### src/rtl/ir_nec_pkg.sv
// Shared types and timing windows for the NEC infrared decoder.
// All windows are in microseconds; the decoder scales them to its tick unit.
package ir_nec_pkg;

  typedef enum logic [2:0] {
    IDLE,
    LEAD_LOW,
    LEAD_HIGH,
    BIT_LOW,
    BIT_HIGH,
    CHECK
  } state_t;

  localparam int LEAD_LOW_MIN  = 8000;
  localparam int LEAD_LOW_MAX  = 10000;
  localparam int LEAD_HIGH_MIN = 4000;
  localparam int LEAD_HIGH_MAX = 5000;
  localparam int REP_HIGH_MIN  = 1800;
  localparam int REP_HIGH_MAX  = 2700;
  localparam int BIT_LOW_MIN   = 400;
  localparam int BIT_LOW_MAX   = 750;
  localparam int ZERO_MIN      = 400;
  localparam int ZERO_MAX      = 750;
  localparam int ONE_MIN       = 1400;
  localparam int ONE_MAX       = 1900;

  localparam int DUR_W     = 15;
  localparam int FRAME_W   = 32;
  localparam int BIT_CNT_W = 6;
  localparam int BYTE_W    = 8;

  // Frame field positions (LSB of each byte)
  localparam int ADDR_LSB  = 0;
  localparam int NADDR_LSB = 8;
  localparam int CMD_LSB   = 16;
  localparam int NCMD_LSB  = 24;

  function automatic logic frame_ok(input logic [FRAME_W-1:0] f);
    return (f[CMD_LSB +: BYTE_W] == ~f[NCMD_LSB +: BYTE_W]) &&
           (f[ADDR_LSB +: BYTE_W] == ~f[NADDR_LSB +: BYTE_W]);
  endfunction

  function automatic logic in_win(input logic [DUR_W-1:0] d, input int lo, input int hi);
    return (int'(d) >= lo) && (int'(d) <= hi);
  endfunction

endpackage

### src/rtl/ir_edge_sync.sv
// Two-flop synchroniser for an asynchronous input plus single-cycle rise/fall strobes.
// Shared with the KEY debouncer; IDLE_LEVEL sets the reset value of every flop.
module ir_edge_sync #(
  parameter logic IDLE_LEVEL = 1'b1
) (
  input  logic clk,
  input  logic rst,
  input  logic din,
  output logic rise,
  output logic fall
);

  logic meta, sync, prev;

  // NOTE: sequential state uses non-blocking assignments so every flop samples pre-edge values.
  always_ff @(posedge clk) begin
    if (rst) begin
      meta <= IDLE_LEVEL;
      sync <= IDLE_LEVEL;
      prev <= IDLE_LEVEL;
    end else begin
      meta <= din;
      sync <= meta;
      prev <= sync;
    end
  end

  assign rise = sync & ~prev;
  assign fall = ~sync & prev;

endmodule

### src/rtl/ir_nec_decoder.sv
// NEC infrared frame decoder: measures line levels in µs ticks and walks the
// leader / 32-bit / stop-burst sequence, emitting data, repeat and error strobes.
module ir_nec_decoder
  import ir_nec_pkg::*;
#(
  parameter int CLK_PER_US = 50,
  parameter int TIMEOUT_US = 12000,
  // Divides every window and the timeout; 1 in hardware, larger to compress time in simulation
  parameter int TIME_DIV   = 1
) (
  input  logic        clk,
  input  logic        rst,
  input  logic        ir_rxd,
  output logic [31:0] data,
  output logic        data_ready,
  output logic        repeat_pulse,
  output logic        frame_err
);

  localparam int PW        = (CLK_PER_US > 1) ? $clog2(CLK_PER_US) : 1;
  localparam int LL_MIN    = LEAD_LOW_MIN / TIME_DIV;
  localparam int LL_MAX    = LEAD_LOW_MAX / TIME_DIV;
  localparam int LH_MIN    = LEAD_HIGH_MIN / TIME_DIV;
  localparam int LH_MAX    = LEAD_HIGH_MAX / TIME_DIV;
  localparam int RH_MIN    = REP_HIGH_MIN / TIME_DIV;
  localparam int RH_MAX    = REP_HIGH_MAX / TIME_DIV;
  localparam int BL_MIN    = BIT_LOW_MIN / TIME_DIV;
  localparam int BL_MAX    = BIT_LOW_MAX / TIME_DIV;
  localparam int Z_MIN     = ZERO_MIN / TIME_DIV;
  localparam int Z_MAX     = ZERO_MAX / TIME_DIV;
  localparam int O_MIN     = ONE_MIN / TIME_DIV;
  localparam int O_MAX     = ONE_MAX / TIME_DIV;
  localparam int TIMEOUT_T = TIMEOUT_US / TIME_DIV;

  logic                 rise, fall;
  logic [PW-1:0]        presc;
  logic                 tick;
  logic [DUR_W-1:0]     dur;
  logic                 timeout;

  state_t               state, state_n;
  logic [BIT_CNT_W-1:0] bit_cnt, bit_cnt_n;
  logic [FRAME_W-1:0]   sr, sr_n;
  logic                 load, dr_n, rep_n, err_n;

  ir_edge_sync #(.IDLE_LEVEL(1'b1)) u_sync (
    .clk  (clk),
    .rst  (rst),
    .din  (ir_rxd),
    .rise (rise),
    .fall (fall)
  );

  assign tick = (presc == PW'(CLK_PER_US - 1));

  always_ff @(posedge clk) begin
    if (rst)       presc <= '0;
    else if (tick) presc <= '0;
    else           presc <= presc + 1'b1;
  end

  // Duration of the current level; the value seen on an edge is the level just ended
  always_ff @(posedge clk) begin
    if (rst)                    dur <= '0;
    else if (rise || fall)      dur <= '0;
    else if (tick && dur != '1) dur <= dur + 1'b1;
  end

  assign timeout = (state != IDLE) && (dur >= DUR_W'(TIMEOUT_T));

  always_ff @(posedge clk) begin
    if (rst) begin
      state        <= IDLE;
      bit_cnt      <= '0;
      sr           <= '0;
      data         <= '0;
      data_ready   <= 1'b0;
      repeat_pulse <= 1'b0;
      frame_err    <= 1'b0;
    end else begin
      state        <= state_n;
      bit_cnt      <= bit_cnt_n;
      sr           <= sr_n;
      data_ready   <= dr_n;
      repeat_pulse <= rep_n;
      frame_err    <= err_n;
      if (load) data <= sr;
    end
  end

  // NOTE: every always_comb output gets a default first so no path can infer a latch.
  always_comb begin
    state_n   = state;
    bit_cnt_n = bit_cnt;
    sr_n      = sr;
    load      = 1'b0;
    dr_n      = 1'b0;
    rep_n     = 1'b0;
    err_n     = 1'b0;

    if (timeout) begin
      err_n   = 1'b1;
      state_n = IDLE;
    end else begin
      case (state)
        IDLE: if (fall) state_n = LEAD_LOW;

        // A short low burst outside a frame is treated as noise, not an error
        LEAD_LOW: if (rise) state_n = in_win(dur, LL_MIN, LL_MAX) ? LEAD_HIGH : IDLE;

        LEAD_HIGH: if (fall) begin
          if (in_win(dur, LH_MIN, LH_MAX)) begin
            state_n   = BIT_LOW;
            bit_cnt_n = '0;
          end else if (in_win(dur, RH_MIN, RH_MAX)) begin
            rep_n   = 1'b1;
            state_n = IDLE;
          end else begin
            err_n   = 1'b1;
            state_n = IDLE;
          end
        end

        BIT_LOW: if (rise) begin
          if (!in_win(dur, BL_MIN, BL_MAX)) begin
            err_n   = 1'b1;
            state_n = IDLE;
          end else if (bit_cnt == BIT_CNT_W'(FRAME_W)) begin
            state_n = CHECK;
          end else begin
            state_n = BIT_HIGH;
          end
        end

        // LSB-first: new bits enter at the top so the first bit ends in bit 0
        BIT_HIGH: if (fall) begin
          if (in_win(dur, Z_MIN, Z_MAX) || in_win(dur, O_MIN, O_MAX)) begin
            sr_n      = {in_win(dur, O_MIN, O_MAX), sr[FRAME_W-1:1]};
            bit_cnt_n = bit_cnt + 1'b1;
            state_n   = BIT_LOW;
          end else begin
            err_n   = 1'b1;
            state_n = IDLE;
          end
        end

        CHECK: begin
          if (frame_ok(sr)) begin
            load = 1'b1;
            dr_n = 1'b1;
          end else begin
            err_n = 1'b1;
          end
          state_n = IDLE;
        end

        default: state_n = IDLE;
      endcase
    end
  end

endmodule
### config.mk
export PLATFORM = sky130hd
export DESIGN_NAME = ir_nec_decoder
export DESIGN_NICKNAME = d
export VERILOG_FILES = /design/src/rtl/ir_nec_pkg.sv /design/src/rtl/ir_edge_sync.sv /design/src/rtl/ir_nec_decoder.sv
export SDC_FILE = /design/constraint.sdc
export NUM_CORES = 1
export LEC_CHECK = 0
export ABC_CLOCK_PERIOD_IN_PS = 3800
export CAP_MARGIN = 20
export CORE_MARGIN = 5
export CORE_UTILIZATION = 28
export CTS_BUF_LIST = sky130_fd_sc_hd__clkbuf_8
export CTS_CLUSTER_DIAMETER = 100
export DETAILED_ROUTE_END_ITERATION = 6
export PLACE_DENSITY = 0.48
export SLEW_MARGIN = 20
export SYNTH_ARGS = -nofsm -noshare
export SYNTH_HDL_FRONTEND = slang
export SYNTH_SLANG_ARGS = --single-unit
export TNS_END_PERCENT = 30
### constraint.sdc
create_clock -name clk -period 3.8 [get_ports clk]
set_input_delay 1.14 -clock clk [delete_from_list [all_inputs] [get_ports clk]]
set_output_delay 1.14 -clock clk [all_outputs]
set_load 0.1 [all_outputs]
==> impl_metrics.env, run 1 <==
export IMPL_tns_ns=0
export IMPL_io_pins=38
export IMPL_fin_worst_skew_ns=0.01643
export IMPL_routed_top_layer="met4"
export IMPL_cts_tree="yes"
export IMPL_wl_met2_um=5491
export IMPL_vias_per_cell=5.267
export IMPL_wl_met3_um=653
export IMPL_report_final_slew_viol_count=0
export IMPL_post_synth_inst_count=555
export IMPL_drt_total_wl_um=12540
export IMPL_grt_antenna_before_repair=0
export IMPL_clkTransAtPathRegs_ns=0.12
export IMPL_p_leak_nw=1.946
export IMPL_worst_path_max_fanout=20
export IMPL_synth_enable_flop_cells=0
export IMPL_clkSinkCount=100
export IMPL_start_kind="flop"
export IMPL_syn_area_per_cell_sq_um=8.858
export IMPL_drtIter0Drc=392
export IMPL_synth_common_cells="100 x dfxtp_1, 73 x nor2_1, 44 x a21oi_1, 44 x nand4_1, 36 x o31ai_1"
export IMPL_ant_nets=0
export IMPL_power_internal_mw=1.331
export IMPL_clkPwrFrac_pct=39.3
export IMPL_cts_hold_buffers=0
export IMPL_post_route_util_pct=32.00
export IMPL_port_buffers=37
export IMPL_synth_seq_cells=100
export IMPL_regToRegStartpoint="dur[10]"
export IMPL_ys_seq_area_share_pct=40.72
export IMPL_post_cts_buffers=0
export IMPL_synth_top_cell_by_area="dfxtp_1"
export IMPL_wl_met1_um=6083
export IMPL_cts_root_buf="clkbuf_8"
export IMPL_pwr_share_seq_pct=58.1
export IMPL_drive_above_1_share_pct=13.96
export IMPL_vias=4166
export IMPL_outcome="complete, no violations"
export IMPL_setup_viol=0
export IMPL_fin_ws_ns=1.051
export IMPL_p_sw_mw=0.4870
export IMPL_hold_viol=0
export IMPL_syn_area_sq_um=4916
export IMPL_grt_pass1_wl_um=20780
export IMPL_initial_core_util_pct=28.52
export IMPL_syn_to_final_growth_pct=12.22
export IMPL_min_period_ns=2.749
export IMPL_nNetsFinal=572
export IMPL_cap_violations=0
export IMPL_synth_top_cell_area_share_pct=40.72
export IMPL_dpl_cell_count=775
export IMPL_grt_pass1_vias=4001
export IMPL_dpl_worst_slack_ns=1.102
export IMPL_post_drt_wl_per_cell_um=15.85
export IMPL_row_count=48
export IMPL_first_pass_iters=5
export IMPL_fin_crit_sh_pct=72.35
export IMPL_grt_max_degree=78
export IMPL_hold_path_class="flop to flop"
export IMPL_rsz0062_at_grt="false"
export IMPL_dpl_hpwl_um=8398
export IMPL_cts_max_path_buffers=2
export IMPL_worstPathRequired_ns=4.12
export IMPL_die_area_sq_um=20310
export IMPL_p_per_area_nw_per_um2=329.6
export IMPL_synth_cell_types=64
export IMPL_fmax_ghz=0.3637
export IMPL_die_w_um=142.5
export IMPL_ys_flop_type="dfxtp_1"
export IMPL_comb_power_share_pct=2.6
export IMPL_drc=0
export IMPL_n_antenna_cell=0
export IMPL_syn_nets=566
export IMPL_worst_hold_startpoint="u_sync.meta"
export IMPL_regToRegSetupSlack_ns=1.05
export IMPL_fin_total_pwr_mw=1.818
export IMPL_cts_max_level=3
export IMPL_synth_most_common_cell="dfxtp_1"
export IMPL_core_sq_um=17240
export IMPL_async_flop_share_pct=0
export IMPL_critPathMaxStageDelay_ns=0.63
export IMPL_grt_total_usage_pct=12.44
export IMPL_worstSkewPairLatency_ns=0.39
export IMPL_critPathLaunch="dur[10]"
export IMPL_die_h_um=142.5
export IMPL_overflow=0
export IMPL_sw_frac_of_total_pct=26.78
export IMPL_nFillCells=1807
export IMPL_critical_path_arrival_ns=3.07
export IMPL_cts_resized=0
export IMPL_critPathKind="flop to flop"
export IMPL_end_kind="flop"
export IMPL_path_cells="nand4b_4 > or3_4 > o311ai_4 > a21o_1 > buf_4 > nand4_1 > a21oi_1"
export IMPL_cts_buffers=9
export IMPL_vdd_ir_drop_worst_uv=169.5
export IMPL_yosysWarnings=0
export IMPL_final_cells=791
export IMPL_gp_congestion=0.8492
export IMPL_slew_headroom_pct=30.13
export IMPL_cp_slowest_cell="a21o_1"
export IMPL_worst_slew_pin_slew_ns=1.047
export IMPL_yosys_top_cells_area="dfxtp_1 41%, mux2i_1 6.5%, nand4_1 5.6%"
-- layout make-up --
class	instances	area [sq um]	share of cell area [%]
Inverter	14	52.55	0.9526
Tap cell	225	281.5	5.103
Sequential cell	100	2002	36.29
Clock buffer	9	123.9	2.245
Multi-Input combinational cell	392	2630	47.68
Clock inverter	7	83.83	1.520
Timing Repair Buffer	44	342.8	6.215
-- power by group through the flow --
stage	sequential, mW	combinational (mW)	clock (mW)
3_5_place_dp	1.08	0.0474	0
3_3_place_gp	1.08	0.0470	0
2_1_floorplan	1.08	0.0360	0
4_1_cts	1.06	0.0476	0.751
5_1_grt	1.06	0.0530	0.791
6_report	1.06	0.0474	0.715
-- placed cells by master (no fill, tap or decap), types with 4 or more instances in the layout --
cell type  Yosys  layout
xor2_1        24      24
nand3_1        9       9
or3_1          4       4
mux2i_1       32      32
nand2_1       17      17
ha_1           8       8
o31ai_1       36      36
nand2b_1       5       5
a21oi_1       44      44
nor3_1         6       6
dfxtp_1      100     100
nor2_1        73      73
inv_1         14      14
xnor2_1        7       7
buf_4          4      41
o21ai_0        7       7
nand4_1       44      44
clkbuf_8       0       9
and2_1         4       4
or2_2          5       5
-- sequential cells by signal, summed over array words and instances, names as in the netlist --
signal and cells:
u_sync.meta 1, frame_err 1, presc 6, u_sync.prev 1
dur 15, repeat_pulse 1, data_ready 1, data 32
sr 32, state 3, bit_cnt 6, u_sync.sync 1
-- layer usage --
layer | vias up | global-route usage [%]
li1 | 2035 | -
met1 | 1991 | 17.86
met2 | 112 | 18.08
met3 | 28 | 2.386
met4 | 0 | 5.403
met5 | - | 0
-- path summary, 6_finish.rpt --
| check | to | cells past startpoint |
|---|---|---|
| worst max-delay path | sr[13] | 7 |
| worst min-delay path | u_sync.sync | 1 |
| worst max register to register | sr[13] | 7 |
| worst min register to register | u_sync.sync | 1 |
-- critical path, delay by kind of cell (launching register included) --
family,cells,cell delay [ns]
flip-flops,1,0.61
buffers and inverters,1,0.32
AND/OR/NAND/NOR,3,0.66
AO/OA/AOI/OAI,3,1.08
-- kinds of logic after synthesis --
| kind of cell | after synthesis | share of synthesized area [%] |
|---|---|---|
| AO/OA/AOI/OAI | 131 | 19.04 |
| AND/OR/NAND/NOR | 189 | 20.16 |
| XOR/XNOR | 31 | 5.523 |
| adder cells (fa/ha/maj) | 9 | 2.240 |
| multiplexers | 32 | 6.516 |
| buffers and inverters | 63 | 5.803 |
| flip-flops | 100 | 40.72 |
-- per-stage QoR --
stage	hold slack [ns]	instance area (sq um)
after floorplan	0.3895	4916
after global placement	0.4105	5309
after detailed placement	0.4170	5309
after CTS	0.4427	5517
after global routing	0.4724	5517
final	0.4338	5517
(Power assumes the default switching activity.)
==> run 2: changes to the inputs <==
- ABC_CLOCK_PERIOD_IN_PS: 3800 -> 2600
- clock period: 3.8 -> 2.6 ns (I/O delays scaled with it)
==> impl_metrics.env, run 2 (same netlist as run 1, synthesis figures left out) <==
export IMPL_critPathMaxStageDelay_ns=0.60
export IMPL_clkTransAtPathRegs_ns=0.11
export IMPL_min_period_ns=2.454
export IMPL_post_drt_wl_per_cell_um=15.39
export IMPL_drive_above_1_share_pct=16.95
export IMPL_tns_ns=0
export IMPL_worst_slew_pin_slew_ns=1.041
export IMPL_hold_path_class="flop to flop"
export IMPL_report_final_slew_viol_count=0
export IMPL_core_sq_um=17240
export IMPL_worstSkewPairLatency_ns=0.39
export IMPL_critPathKind="flop to flop"
export IMPL_overflow=0
export IMPL_drtIter0Drc=273
export IMPL_fmax_ghz=0.4075
export IMPL_cts_max_level=3
export IMPL_fin_crit_sh_pct=94.38
export IMPL_fin_worst_skew_ns=0.02030
export IMPL_end_kind="flop"
export IMPL_grt_pass1_wl_um=20840
export IMPL_rsz0062_at_grt="false"
export IMPL_start_kind="flop"
export IMPL_hold_viol=0
export IMPL_cts_tree="yes"
export IMPL_grt_antenna_before_repair=0
export IMPL_vias_per_cell=5.111
export IMPL_final_cell_mix="99 x dfxtp_1, 73 x nor2_1, 58 x buf_4"
export IMPL_setup_viol=0
export IMPL_io_pins=38
export IMPL_worstPathRequired_ns=2.92
export IMPL_dpl_hpwl_um=8658
export IMPL_drc=0
export IMPL_final_common_cell="dfxtp_1"
export IMPL_cp_slowest_cell="dfxtp_1"
export IMPL_cap_violations=0
export IMPL_n_antenna_cell=0
export IMPL_post_route_util_pct=33.04
export IMPL_p_per_area_nw_per_um2=489.0
export IMPL_critical_path_arrival_ns=2.77
export IMPL_ant_nets=0
export IMPL_p_leak_nw=2.060
export IMPL_slew_headroom_pct=30.53
export IMPL_nNetsFinal=590
export IMPL_grt_max_degree=39
export IMPL_worst_path_max_fanout=11
export IMPL_cts_root_buf="clkbuf_8"
export IMPL_first_pass_iters=4
export IMPL_clkSinkCount=100
export IMPL_port_buffers=37
export IMPL_cts_max_path_buffers=2
export IMPL_syn_to_final_growth_pct=15.83
export IMPL_outcome="complete, no violations"
export IMPL_row_count=48
export IMPL_initial_core_util_pct=28.52
export IMPL_die_w_um=142.5
export IMPL_gp_congestion=0.8157
export IMPL_post_cts_buffers=0
export IMPL_grt_total_usage_pct=12.58
export IMPL_grt_pass1_vias=3957
export IMPL_vdd_ir_drop_worst_uv=255.7
export IMPL_drt_total_wl_um=12450
export IMPL_die_area_sq_um=20310
export IMPL_cts_buffers=9
export IMPL_path_cells="nand4b_4 > or3_4 > o311ai_4 > a211oi_2 > or4_1 > a21oi_1"
export IMPL_cts_hold_buffers=0
export IMPL_vias=4135
export IMPL_largest_registers="data: 32 flops, sr: 32 flops, dur: 15 flops"
export IMPL_die_h_um=142.5
==> run 2: changes by cell type in the layout (fill, tap and decap cells not counted) <==
cell,change
nor3_2,+1
inv_6,-1
clkbuf_8,+1
nor3_1,-1
buf_4,+17
clkinv_2,+1
clkinv_4,+1
dfxtp_2,+1
bufinv_16,+2
buf_12,+1
inv_8,-2
clkinv_8,-2
dfxtp_1,-1
==> run 2: worst max-delay path: cells and delay by family, from the launching register on <==
kind	cells	cell delay (ns)
AOI/OAI and AO/OA	3	0.70
DFF	1	0.60
and+or+nand+nor	3	1.07
==> run 2: per-stage QoR <==
stage | power [mW] | area (sq um) | cells | setup WS [ns] | hold slack, ns
4_1_cts | 2.825 | 5688 | 809 | 0.1688 | 0.4448
5_1_grt | 2.882 | 5694 | 809 | 0.01646 | 0.4584
2_1_floorplan | 1.630 | 4916 | 555 | 0.5631 | 0.3895
3_3_place_gp | 1.649 | 5456 | 793 | 0.2705 | 0.4115
3_5_place_dp | 1.650 | 5456 | 793 | 0.1924 | 0.4211
6_report | 2.785 | 5694 | 809 | 0.1460 | 0.4407
==> run 2: power by group <==
| part | internal (mW) | total [mW] | switching [mW] |
|---|---|---|---|
| Sequential | 1.54 | 1.54 | 0.00548 |
| Combinational | 0.0187 | 0.0715 | 0.0528 |
| Clock | 0.579 | 1.17 | 0.591 |
| Total | 2.13 | 2.78 | 0.650 |
==> run 2: area by class of cell <==
cell class	count	area [sq um]
clock inverters	6	93.84
inverters	14	52.55
flip-flops and latches	100	2003
repair buffers	62	490.5
fillers	1804	11540
well taps	225	281.5
clock buffers	10	137.6
multi-input cells	392	2635
==> run 2: worst paths after layout <==
path                from     endpoint  slack, ns  cells after the start
max               dur[8]   bit_cnt[3]       0.15                      6
min          u_sync.meta  u_sync.sync       0.44                      1
max reg2reg       dur[8]   bit_cnt[3]       0.15                      6
min reg2reg  u_sync.meta  u_sync.sync       0.44                      1
==> run 2: per-layer routing <==
layer / wire length, um / up-vias / track usage (%)
met5: 0 / - / 0
met4: 155 / 0 / 3.602
met3: 617 / 12 / 3.394
met2: 5557 / 85 / 18.74
met1: 6119 / 1967 / 17.83
li1: - / 2071 / -
==> run 2: what timing repair did <==
action                                  4_1_cts  5_1_grt
endpoints found under the hold margin         0        0
gates resized for setup                       0        2
endpoints found under the setup margin        0        2
==> run 3: changes to the inputs <==
- REMOVE_ABC_BUFFERS: unset -> 1
- TNS_END_PERCENT: 30 -> 50
==> impl_metrics.env, run 3 (same netlist as run 1, synthesis figures left out) <==
export IMPL_outcome="complete, no violations"
export IMPL_drive_above_1_share_pct=17.49
export IMPL_fmax_ghz=0.4175
export IMPL_rsz0062_at_grt="false"
export IMPL_fin_worst_skew_ns=0.01193
export IMPL_largest_registers="data: 32 flops, sr: 32 flops, dur: 15 flops"
export IMPL_initial_core_util_pct=28.52
export IMPL_start_kind="flop"
export IMPL_worst_path_max_fanout=11
export IMPL_overflow=0
export IMPL_io_pins=38
export IMPL_grt_antenna_before_repair=0
export IMPL_dpl_hpwl_um=8913
export IMPL_grt_total_usage_pct=13.13
export IMPL_report_final_slew_viol_count=0
export IMPL_end_kind="flop"
export IMPL_first_pass_iters=5
export IMPL_setup_viol=0
export IMPL_cts_root_buf="clkbuf_8"
export IMPL_worst_slew_pin_slew_ns=0.6442
export IMPL_p_leak_nw=2.070
export IMPL_fin_total_pwr_mw=2.588
export IMPL_fin_ws_ns=0.2049
export IMPL_n_antenna_cell=0
export IMPL_drt_total_wl_um=13020
export IMPL_ant_nets=0
export IMPL_final_cells=814
export IMPL_core_sq_um=17240
export IMPL_cap_violations=0
export IMPL_post_cts_buffers=0
export IMPL_grt_max_degree=54
export IMPL_die_area_sq_um=20310
export IMPL_slew_headroom_pct=57.05
export IMPL_hold_viol=0
export IMPL_gp_congestion=0.8370
export IMPL_vdd_ir_drop_worst_uv=216.2
export IMPL_grt_pass1_vias=4067
export IMPL_clkTransAtPathRegs_ns=0.10
export IMPL_dpl_worst_slack_ns=0.2033
export IMPL_drtIter0Drc=390
export IMPL_fin_crit_sh_pct=92.12
export IMPL_p_per_area_nw_per_um2=454.0
export IMPL_cts_tree="yes"
export IMPL_syn_to_final_growth_pct=15.96
export IMPL_cts_hold_buffers=0
export IMPL_vias=4217
export IMPL_hold_path_class="flop to flop"
export IMPL_critPathKind="flop to flop"
export IMPL_vias_per_cell=5.181
export IMPL_cts_buffers=9
export IMPL_die_h_um=142.5
export IMPL_die_w_um=142.5
export IMPL_cts_max_path_buffers=2
export IMPL_post_drt_wl_per_cell_um=15.99
export IMPL_clkSinkCount=100
export IMPL_drc=0
export IMPL_min_period_ns=2.395
export IMPL_critical_path_arrival_ns=2.70
export IMPL_final_common_cell="dfxtp_1"
export IMPL_row_count=48
export IMPL_tns_ns=0
export IMPL_worstPathRequired_ns=2.91
export IMPL_dpl_cell_count=797
export IMPL_worstSkewPairLatency_ns=0.38
export IMPL_cts_max_level=3
export IMPL_port_buffers=37
export IMPL_final_cell_mix="100 x dfxtp_1, 73 x nor2_1, 61 x buf_4"
export IMPL_nFillCells=1776
export IMPL_nNetsFinal=595
export IMPL_grt_pass1_wl_um=21460
## run 3: repair_timing
action,4_1_cts,5_1_grt
hold endpoints to repair,0,0
setup endpoints to repair,0,1
resized for setup,0,1
## run 3: layout make-up
cell class,instances,area [sq um],share of cell area [%]
clock inverter,6,43.79,0.7682
tap,225,281.5,4.939
inverter,14,52.55,0.9219
multi-input combinational,392,2635,46.22
timing repair buffer,67,548.0,9.614
clock buffer,10,137.6,2.414
sequential,100,2002,35.12
## run 3: report_power, final
part	total [mW]	internal, mW	switching [mW]
logic	0.0720	0.0188	0.0532
clock network	0.973	0.384	0.589
registers	1.54	1.54	0.00552
total	2.59	1.94	0.648
## run 3: worst paths after layout
kind	to	slack, ns	cells after the start	from
worst max-delay path	bit_cnt[5]	0.20	6	dur[8]
worst min-delay path	u_sync.sync	0.45	1	u_sync.meta
worst max register to register	bit_cnt[5]	0.20	6	dur[8]
worst min register to register	u_sync.sync	0.45	1	u_sync.meta
## run 3: worst max-delay path, stage by stage (launching register included)
cell      delay, ns
dfxtp_1        0.59
nand4b_4       0.17
or3_4          0.37
o311ai_4       0.30
a211oi_2       0.20
or4_1          0.52
a21oi_1        0.16
## run 3: metrics by stage
step / hold WS, ns / util [%] / cell area (sq um)
after global placement: 0.4264 / 31.90 / 5499
after detailed placement: 0.4220 / 31.90 / 5499
after CTS: 0.4462 / 32.96 / 5680
after floorplan: 0.3895 / - / 4683
after global routing: 0.4833 / 33.07 / 5700
final: 0.4485 / 33.07 / 5700
## run 3: routing by layer
layer	global-route usage, %	wire [um]
met5	0	0
met4	5.203	238
met3	2.218	578
met2	19.31	5775
met1	19.04	6425
